<file path="src/rtl/mem_ctrl_arbiter_if.sv">
// Cache-side request/response and main-memory port signals of mem_ctrl_arbiter.
// The arbiter takes the slave view; caches plus memory model take the master view.
interface mem_ctrl_arbiter_if #(
    parameter int BLOCK_ADDR_W = 26,
    parameter int BLOCK_DATA_W = 256
) ();
    logic                    icache_req_valid;
    logic                    icache_req_type;
    logic [BLOCK_ADDR_W-1:0] icache_req_block_addr;
    logic                    icache_req_ready;
    logic                    icache_resp_valid;
    logic [BLOCK_DATA_W-1:0] icache_resp_block_data;

    logic                    dcache_req_valid;
    logic                    dcache_req_type;
    logic [BLOCK_ADDR_W-1:0] dcache_req_block_addr;
    logic [BLOCK_DATA_W-1:0] dcache_req_block_data;
    logic                    dcache_req_ready;
    logic                    dcache_resp_valid;
    logic [BLOCK_DATA_W-1:0] dcache_resp_block_data;

    logic                    mm_en;
    logic                    mm_we;
    logic [BLOCK_ADDR_W-1:0] mm_addr;
    logic [BLOCK_DATA_W-1:0] mm_wr_data;
    logic [BLOCK_DATA_W-1:0] mm_rd_data;

    modport slave (
        input  icache_req_valid, icache_req_type, icache_req_block_addr,
        output icache_req_ready, icache_resp_valid, icache_resp_block_data,
        input  dcache_req_valid, dcache_req_type, dcache_req_block_addr, dcache_req_block_data,
        output dcache_req_ready, dcache_resp_valid, dcache_resp_block_data,
        output mm_en, mm_we, mm_addr, mm_wr_data,
        input  mm_rd_data
    );

    modport master (
        output icache_req_valid, icache_req_type, icache_req_block_addr,
        input  icache_req_ready, icache_resp_valid, icache_resp_block_data,
        output dcache_req_valid, dcache_req_type, dcache_req_block_addr, dcache_req_block_data,
        input  dcache_req_ready, dcache_resp_valid, dcache_resp_block_data,
        input  mm_en, mm_we, mm_addr, mm_wr_data,
        output mm_rd_data
    );
endinterface

</file>
<file path="src/rtl/mem_ctrl_arbiter.sv">
// Arbitrates icache/dcache block requests onto one main-memory port with fixed latency.
// Optional macro MEM_CTRL_RR_ARB_EN replaces fixed icache priority with round-robin.
module mem_ctrl_arbiter #(
    parameter int BLOCK_ADDR_W = 26,
    parameter int BLOCK_DATA_W = 256,
    parameter int MEM_LATENCY  = 4
) (
    input  logic clk,
    input  logic rst_aH,
    input  logic flush,
    mem_ctrl_arbiter_if.slave bus
);
    typedef enum logic {IDLE, BUSY} state_t;

    state_t                  state;
    logic                    owner;
    logic                    req_type;
    logic [BLOCK_ADDR_W-1:0] addr;
    logic [BLOCK_DATA_W-1:0] data;
    logic [7:0]              cnt;
    logic                    squash;

    logic ic_acc;
    logic dc_acc;
    logic access;

`ifdef MEM_CTRL_RR_ARB_EN
    logic last_grant;

    // On conflict the requester that was not granted last time wins.
    assign ic_acc = (state == IDLE) && !rst_aH && bus.icache_req_valid &&
                    (!bus.dcache_req_valid || last_grant);
    assign dc_acc = (state == IDLE) && !rst_aH && bus.dcache_req_valid &&
                    (!bus.icache_req_valid || !last_grant);

    always_ff @(posedge clk or posedge rst_aH) begin
        if (rst_aH) begin
            last_grant <= 1'b0;
        end else if (ic_acc) begin
            last_grant <= 1'b0;
        end else if (dc_acc) begin
            last_grant <= 1'b1;
        end
    end
`else
    assign ic_acc = (state == IDLE) && !rst_aH && bus.icache_req_valid;
    assign dc_acc = (state == IDLE) && !rst_aH && bus.dcache_req_valid && !bus.icache_req_valid;
`endif

    assign access = (state == BUSY) && (cnt == 8'd0);

    always_ff @(posedge clk or posedge rst_aH) begin
        if (rst_aH) begin
            state    <= IDLE;
            owner    <= 1'b0;
            req_type <= 1'b0;
            addr     <= '0;
            data     <= '0;
            cnt      <= 8'd0;
            squash   <= 1'b0;
        end else begin
            case (state)
                IDLE: begin
                    if (ic_acc) begin
                        owner    <= 1'b0;
                        req_type <= 1'b0;
                        addr     <= bus.icache_req_block_addr;
                        data     <= '0;
                        cnt      <= 8'(MEM_LATENCY - 1);
                        squash   <= flush;
                        state    <= BUSY;
                    end else if (dc_acc) begin
                        owner    <= 1'b1;
                        req_type <= bus.dcache_req_type;
                        addr     <= bus.dcache_req_block_addr;
                        data     <= bus.dcache_req_block_data;
                        cnt      <= 8'(MEM_LATENCY - 1);
                        squash   <= 1'b0;
                        state    <= BUSY;
                    end
                end
                BUSY: begin
                    if (cnt != 8'd0) begin
                        cnt <= cnt - 8'd1;
                        if (flush && !owner) squash <= 1'b1;
                    end else begin
                        squash <= 1'b0;
                        state  <= IDLE;
                    end
                end
                default: state <= IDLE;
            endcase
        end
    end

    // Everything memory-facing is zero outside the single access cycle.
    always_comb begin
        bus.icache_req_ready       = ic_acc;
        bus.dcache_req_ready       = dc_acc;
        bus.mm_en                  = 1'b0;
        bus.mm_we                  = 1'b0;
        bus.mm_addr                = '0;
        bus.mm_wr_data             = '0;
        bus.icache_resp_valid      = 1'b0;
        bus.icache_resp_block_data = '0;
        bus.dcache_resp_valid      = 1'b0;
        bus.dcache_resp_block_data = '0;
        if (access) begin
            bus.mm_en      = 1'b1;
            bus.mm_we      = req_type;
            bus.mm_addr    = addr;
            bus.mm_wr_data = data;
            if (!req_type) begin
                if (!owner) begin
                    bus.icache_resp_valid      = !squash && !flush;
                    bus.icache_resp_block_data = bus.mm_rd_data;
                end else begin
                    bus.dcache_resp_valid      = 1'b1;
                    bus.dcache_resp_block_data = bus.mm_rd_data;
                end
            end
        end
    end
endmodule

</file>
<file path="src/flat_wrapper.sv">
// flat-port wrapper written by rule: the top's interface ports become plain ports
module mem_ctrl_arbiter_flat 
#(
    parameter int BLOCK_ADDR_W = 26,
    parameter int BLOCK_DATA_W = 256,
    parameter int MEM_LATENCY  = 4
)
  (clk, rst_aH, flush, bus_icache_req_valid, bus_icache_req_type, bus_icache_req_block_addr, bus_icache_req_ready, bus_icache_resp_valid, bus_icache_resp_block_data, bus_dcache_req_valid, bus_dcache_req_type, bus_dcache_req_block_addr, bus_dcache_req_block_data, bus_dcache_req_ready, bus_dcache_resp_valid, bus_dcache_resp_block_data, bus_mm_en, bus_mm_we, bus_mm_addr, bus_mm_wr_data, bus_mm_rd_data);
  mem_ctrl_arbiter_if #(.BLOCK_ADDR_W(BLOCK_ADDR_W), .BLOCK_DATA_W(BLOCK_DATA_W)) bus_i ();
  input  logic clk;
  input  logic rst_aH;
  input  logic flush;
  input wire logic [$bits(bus_i.icache_req_valid)-1:0] bus_icache_req_valid;
  input wire logic [$bits(bus_i.icache_req_type)-1:0] bus_icache_req_type;
  input wire logic [$bits(bus_i.icache_req_block_addr)-1:0] bus_icache_req_block_addr;
  output wire logic [$bits(bus_i.icache_req_ready)-1:0] bus_icache_req_ready;
  output wire logic [$bits(bus_i.icache_resp_valid)-1:0] bus_icache_resp_valid;
  output wire logic [$bits(bus_i.icache_resp_block_data)-1:0] bus_icache_resp_block_data;
  input wire logic [$bits(bus_i.dcache_req_valid)-1:0] bus_dcache_req_valid;
  input wire logic [$bits(bus_i.dcache_req_type)-1:0] bus_dcache_req_type;
  input wire logic [$bits(bus_i.dcache_req_block_addr)-1:0] bus_dcache_req_block_addr;
  input wire logic [$bits(bus_i.dcache_req_block_data)-1:0] bus_dcache_req_block_data;
  output wire logic [$bits(bus_i.dcache_req_ready)-1:0] bus_dcache_req_ready;
  output wire logic [$bits(bus_i.dcache_resp_valid)-1:0] bus_dcache_resp_valid;
  output wire logic [$bits(bus_i.dcache_resp_block_data)-1:0] bus_dcache_resp_block_data;
  output wire logic [$bits(bus_i.mm_en)-1:0] bus_mm_en;
  output wire logic [$bits(bus_i.mm_we)-1:0] bus_mm_we;
  output wire logic [$bits(bus_i.mm_addr)-1:0] bus_mm_addr;
  output wire logic [$bits(bus_i.mm_wr_data)-1:0] bus_mm_wr_data;
  input wire logic [$bits(bus_i.mm_rd_data)-1:0] bus_mm_rd_data;
  assign bus_i.icache_req_valid = bus_icache_req_valid;
  assign bus_i.icache_req_type = bus_icache_req_type;
  assign bus_i.icache_req_block_addr = bus_icache_req_block_addr;
  assign bus_icache_req_ready = bus_i.icache_req_ready;
  assign bus_icache_resp_valid = bus_i.icache_resp_valid;
  assign bus_icache_resp_block_data = bus_i.icache_resp_block_data;
  assign bus_i.dcache_req_valid = bus_dcache_req_valid;
  assign bus_i.dcache_req_type = bus_dcache_req_type;
  assign bus_i.dcache_req_block_addr = bus_dcache_req_block_addr;
  assign bus_i.dcache_req_block_data = bus_dcache_req_block_data;
  assign bus_dcache_req_ready = bus_i.dcache_req_ready;
  assign bus_dcache_resp_valid = bus_i.dcache_resp_valid;
  assign bus_dcache_resp_block_data = bus_i.dcache_resp_block_data;
  assign bus_mm_en = bus_i.mm_en;
  assign bus_mm_we = bus_i.mm_we;
  assign bus_mm_addr = bus_i.mm_addr;
  assign bus_mm_wr_data = bus_i.mm_wr_data;
  assign bus_i.mm_rd_data = bus_mm_rd_data;
  mem_ctrl_arbiter #(.BLOCK_ADDR_W(BLOCK_ADDR_W), .BLOCK_DATA_W(BLOCK_DATA_W), .MEM_LATENCY(MEM_LATENCY)) u_core (.clk(clk), .rst_aH(rst_aH), .flush(flush), .bus(bus_i));
endmodule
</file>
<file path="config.mk">
export PLATFORM = sky130hd
export DESIGN_NAME = mem_ctrl_arbiter_flat
export DESIGN_NICKNAME = d
export VERILOG_FILES = /design/src/rtl/mem_ctrl_arbiter_if.sv /design/src/rtl/mem_ctrl_arbiter.sv /design/src/flat_wrapper.sv
export SDC_FILE = /design/constraint.sdc
export NUM_CORES = 1
export LEC_CHECK = 0
export CORE_AREA = 5 5 524 526
export CTS_BUF_LIST = sky130_fd_sc_hd__clkbuf_4 sky130_fd_sc_hd__clkbuf_8
export CTS_CLUSTER_DIAMETER = 200
export DETAILED_ROUTE_END_ITERATION = 8
export DIE_AREA = 0 0 529 531
export PLACE_DENSITY = 0.3
export SLEW_MARGIN = 10
export SYNTH_ARGS = -nofsm -noshare
export SYNTH_HDL_FRONTEND = slang
export SYNTH_SLANG_ARGS = --single-unit
</file>
<file path="constraint.sdc">
create_clock -name clk -period 10.5 [get_ports clk]
set_input_delay 1.05 -clock clk [delete_from_list [all_inputs] [get_ports clk]]
set_output_delay 1.05 -clock clk [all_outputs]
set_load 0.01 [all_outputs]
</file>
==> reports/metrics.csv <==
metric;value;unit
grt_pass1_vias;19519;
setup_total_negative_slack;0;ns
via_cell_ratio;2.82;
dieWidth;529;um
post_cts_buffers;0;
setup.reg_to_reg.worst_slack;6.84;ns
global_route.usage.met1;0.142;
setup.worst_path.start_class;register;
io_buffer_count;1369;
timing.final.setup_violations;0;
clk-insertion-delay-late;0.72;ns
power_density_cells;151;nW/um^2
timing.rr.end;u_core.data[222]$_DFFE_PP0P_;
synth_top_cell_by_area;dfrtp_1;
post-route-cell-area;35500;sq um
grt_setup_unrepaired;no;
post-place-cells;6449;
r2r_start;u_core.state$_DFF_PP0_;
run_status;finished, final reports clean;
arrival;4.70;ns
grt_max_degree;171;
path_clk_slew;0.06;ns
grt_first_pass_wirelength;225000;um
htreeDepth;3;
detailed_place_hpwl;157000;um
max_clock_freq;174;MHz
layout_min_cycle_time;5.75;ns
stdcell_count;6586;
num_rows;191;
final_antenna_net_count;0;
detail_route.first_pass.iterations;4;
nets;3520;
timing.reg2reg.worst_path_depth;6;
drv_cap;0;
die_height;531;um
synthCells;1648;
yosys_most_used_dff;dfrtp_1;
synth-async-reset-ratio;1.00;
design.core.area;270000;sq um
groute.layer.met2.usage;0.215;
synth_most_common_cell;and2_1;
grt_antenna_before_repair;124;
met3_usage;0.0500;
clk_root_buffer_cell;clkbuf_8;
skew;0.0512;ns
globalRouteTotalUtil;0.123;
syn_to_final_growth;119;%
worst_ir_drop_vdd;0.0827;mV
synth.yosys.seq_area_share;0.454;
ios;1371;
cts_inserted_buffers;67;
iteration_0_drc_markers;855;
share_of_the_clock_period_used_by_the_worst_path;0.548;
post_synth_instance_area;16200;sq um
post_synth_most_frequent_cells;and2_1 (795), dfrtp_1 (294), a22o_1 (257), clkbuf_1 (82), buf_2 (71);
via_count;18553;
holdCritPathClass;register to register;
multiplexer_share_of_the_synthesized_area;0.0167;
worst_case_clock_buffer_depth;3;
tritoncts_clock_tree;yes;
synth.area.top_cells;dfrtp_1 (45%), and2_1 (31%), a22o_1 (14%);
post-route-drc-count;0;
ys_types;36;
critPathRequiredTime;9.45;ns
synth-adder-area-share;0.000772;
worst_slew_margin_rel;0.339;
compound_cell_area_share_of_the_yosys_netlist;0.163;
maxSlewViolCount;0;
initial_core_utilization;0.0602;
yosys.area.top_type_share;0.454;
timing.setup.critical_path_class;register to output port;
max_fanout_on_critical_path;151;
cp-endpoint;bus_mm_wr_data[158];
synth-simple-area-share;0.321;
cts_num_sinks;294;
yosys.area_share.xor_xnor;0;
wl;182000;um
synthesis.yosys.warnings;0;
final.fill_count;30795;
hold_buffers;0;
wl_per_cell;27.7;um
worst_slew_pin_slew;0.991;ns
setup.worst_path.start;u_core.state$_DFF_PP0_;
cts_repair_resize_count;0;
synth_enable_flop_cells;0;
syn_nets;2220;
combinational_family_with_the_most_area_after_synthesis;simple AND/OR/NAND/NOR gates;
gp_congestion;0.807;
busiest_layer;met2;
synth_area_per_cell;9.84;sq um
worstSetupEndpointType;output port;
finalHoldViolCount;0;
ys_ff_latch;294;
drive_above_1_share;0.0520;
place_area;34000;sq um
design.die.area;281000;sq um
power_leakage;0.0132;uW
globalRoute.totalOverflow;0;
-- critical path: stages (launching register included) --
cell and delay [ns]:
dfrtp_1 0.70, nand4bb_1 0.57, nor2_4 0.29, buf_12 0.37, buf_4 0.78, and2_1 0.23
clkdlybuf4s50_1 0.60
-- logic make-up after synthesis --
group           Yosys count
compound gates          329
simple gates            830
fa+ha+maj                 1
mux                      27
flops                   294
buf+inv                 167
-- layout by cell type (no fill, tap or decap), drive strengths merged, types with 2 or more instances in the layout --
cell	synthesis	routed
nor2	6	6
diode	0	17
or2	2	2
clkinv	0	11
and2	795	795
nand2	8	8
mux2i	27	27
buf	76	22
nand4	2	2
inv	7	11
nor4b	2	2
dfrtp	294	294
bufinv	0	2
a21oi	60	60
o211ai	4	4
clkinvlp	0	2
o2111ai	2	2
clkbuf	84	101
clkdlybuf4s50	0	1369
nor4	3	3
or4	2	2
nor3	2	2
nor3b	2	2
a22o	257	257
-- state kept, by name, summed over array words and instances, names as in the netlist --
| signal | cells |
|---|---|
| u_core.data | 256 |
| u_core.addr | 26 |
| u_core.cnt | 8 |
| u_core.owner | 1 |
| u_core.req_type | 1 |
| u_core.squash | 1 |
| u_core.state | 1 |
-- where the power goes --
group,internal (uW),switching (uW),leakage [uW]
Combinational,1020,930,0.00860
Clock,827,655,0.000772
Sequential,1610,324,0.00387
Total,3460,1910,0.0132
-- final cells by class --
| type | count | area (sq um) | share of cell area |
|---|---|---|---|
| inverters | 7 | 33.8 | 0.000952 |
| diodes | 17 | 42.5 | 0.00120 |
| flip-flops and latches | 294 | 7360 | 0.207 |
| repair buffers | 1391 | 14000 | 0.393 |
| clock inverters | 19 | 184 | 0.00518 |
| well taps | 3570 | 4470 | 0.126 |
| clock buffers | 101 | 1260 | 0.0357 |
| multi-input cells | 1187 | 8170 | 0.230 |
-- per-layer routing --
| layer | share of wire | wire, um | up-vias |
|---|---|---|---|
| met2 | 0.49 | 88400 | 1100 |
| met1 | 0.39 | 71800 | 8997 |
| met5 | 0.00024 | 43 | - |
| met3 | 0.10 | 18200 | 287 |
| met4 | 0.021 | 3820 | 10 |
| li1 | - | - | 8159 |
-- worst min-delay path by stage --
stage	slack [ns]	end	cells after the start	from
CTS	0.50	u_core.data[142]$_DFFE_PP0P_	1	u_core.data[142]$_DFFE_PP0P_
global route	0.51	u_core.data[208]$_DFFE_PP0P_	1	u_core.data[208]$_DFFE_PP0P_
floorplan	0.46	u_core.data[0]$_DFFE_PP0P_	1	u_core.data[0]$_DFFE_PP0P_
finish	0.50	u_core.data[181]$_DFFE_PP0P_	1	u_core.data[181]$_DFFE_PP0P_
detailed placement	0.48	u_core.data[45]$_DFFE_PP0P_	1	u_core.data[45]$_DFFE_PP0P_
global placement	0.48	u_core.data[89]$_DFFE_PP0P_	1	u_core.data[89]$_DFFE_PP0P_
-- through the flow --
step                      hold slack [ns]  setup WS (ns)  total power (uW)  utilization
final                               0.496           4.75              5370        0.132
after global routing                0.508           4.37              5740        0.131
after CTS                           0.500           4.50              5540        0.131
after detailed placement            0.483           5.42              3950        0.126
after global placement              0.480           5.42              3960        0.126
after floorplan                     0.465           1.33              2770            -
(Power assumes the default switching activity.)
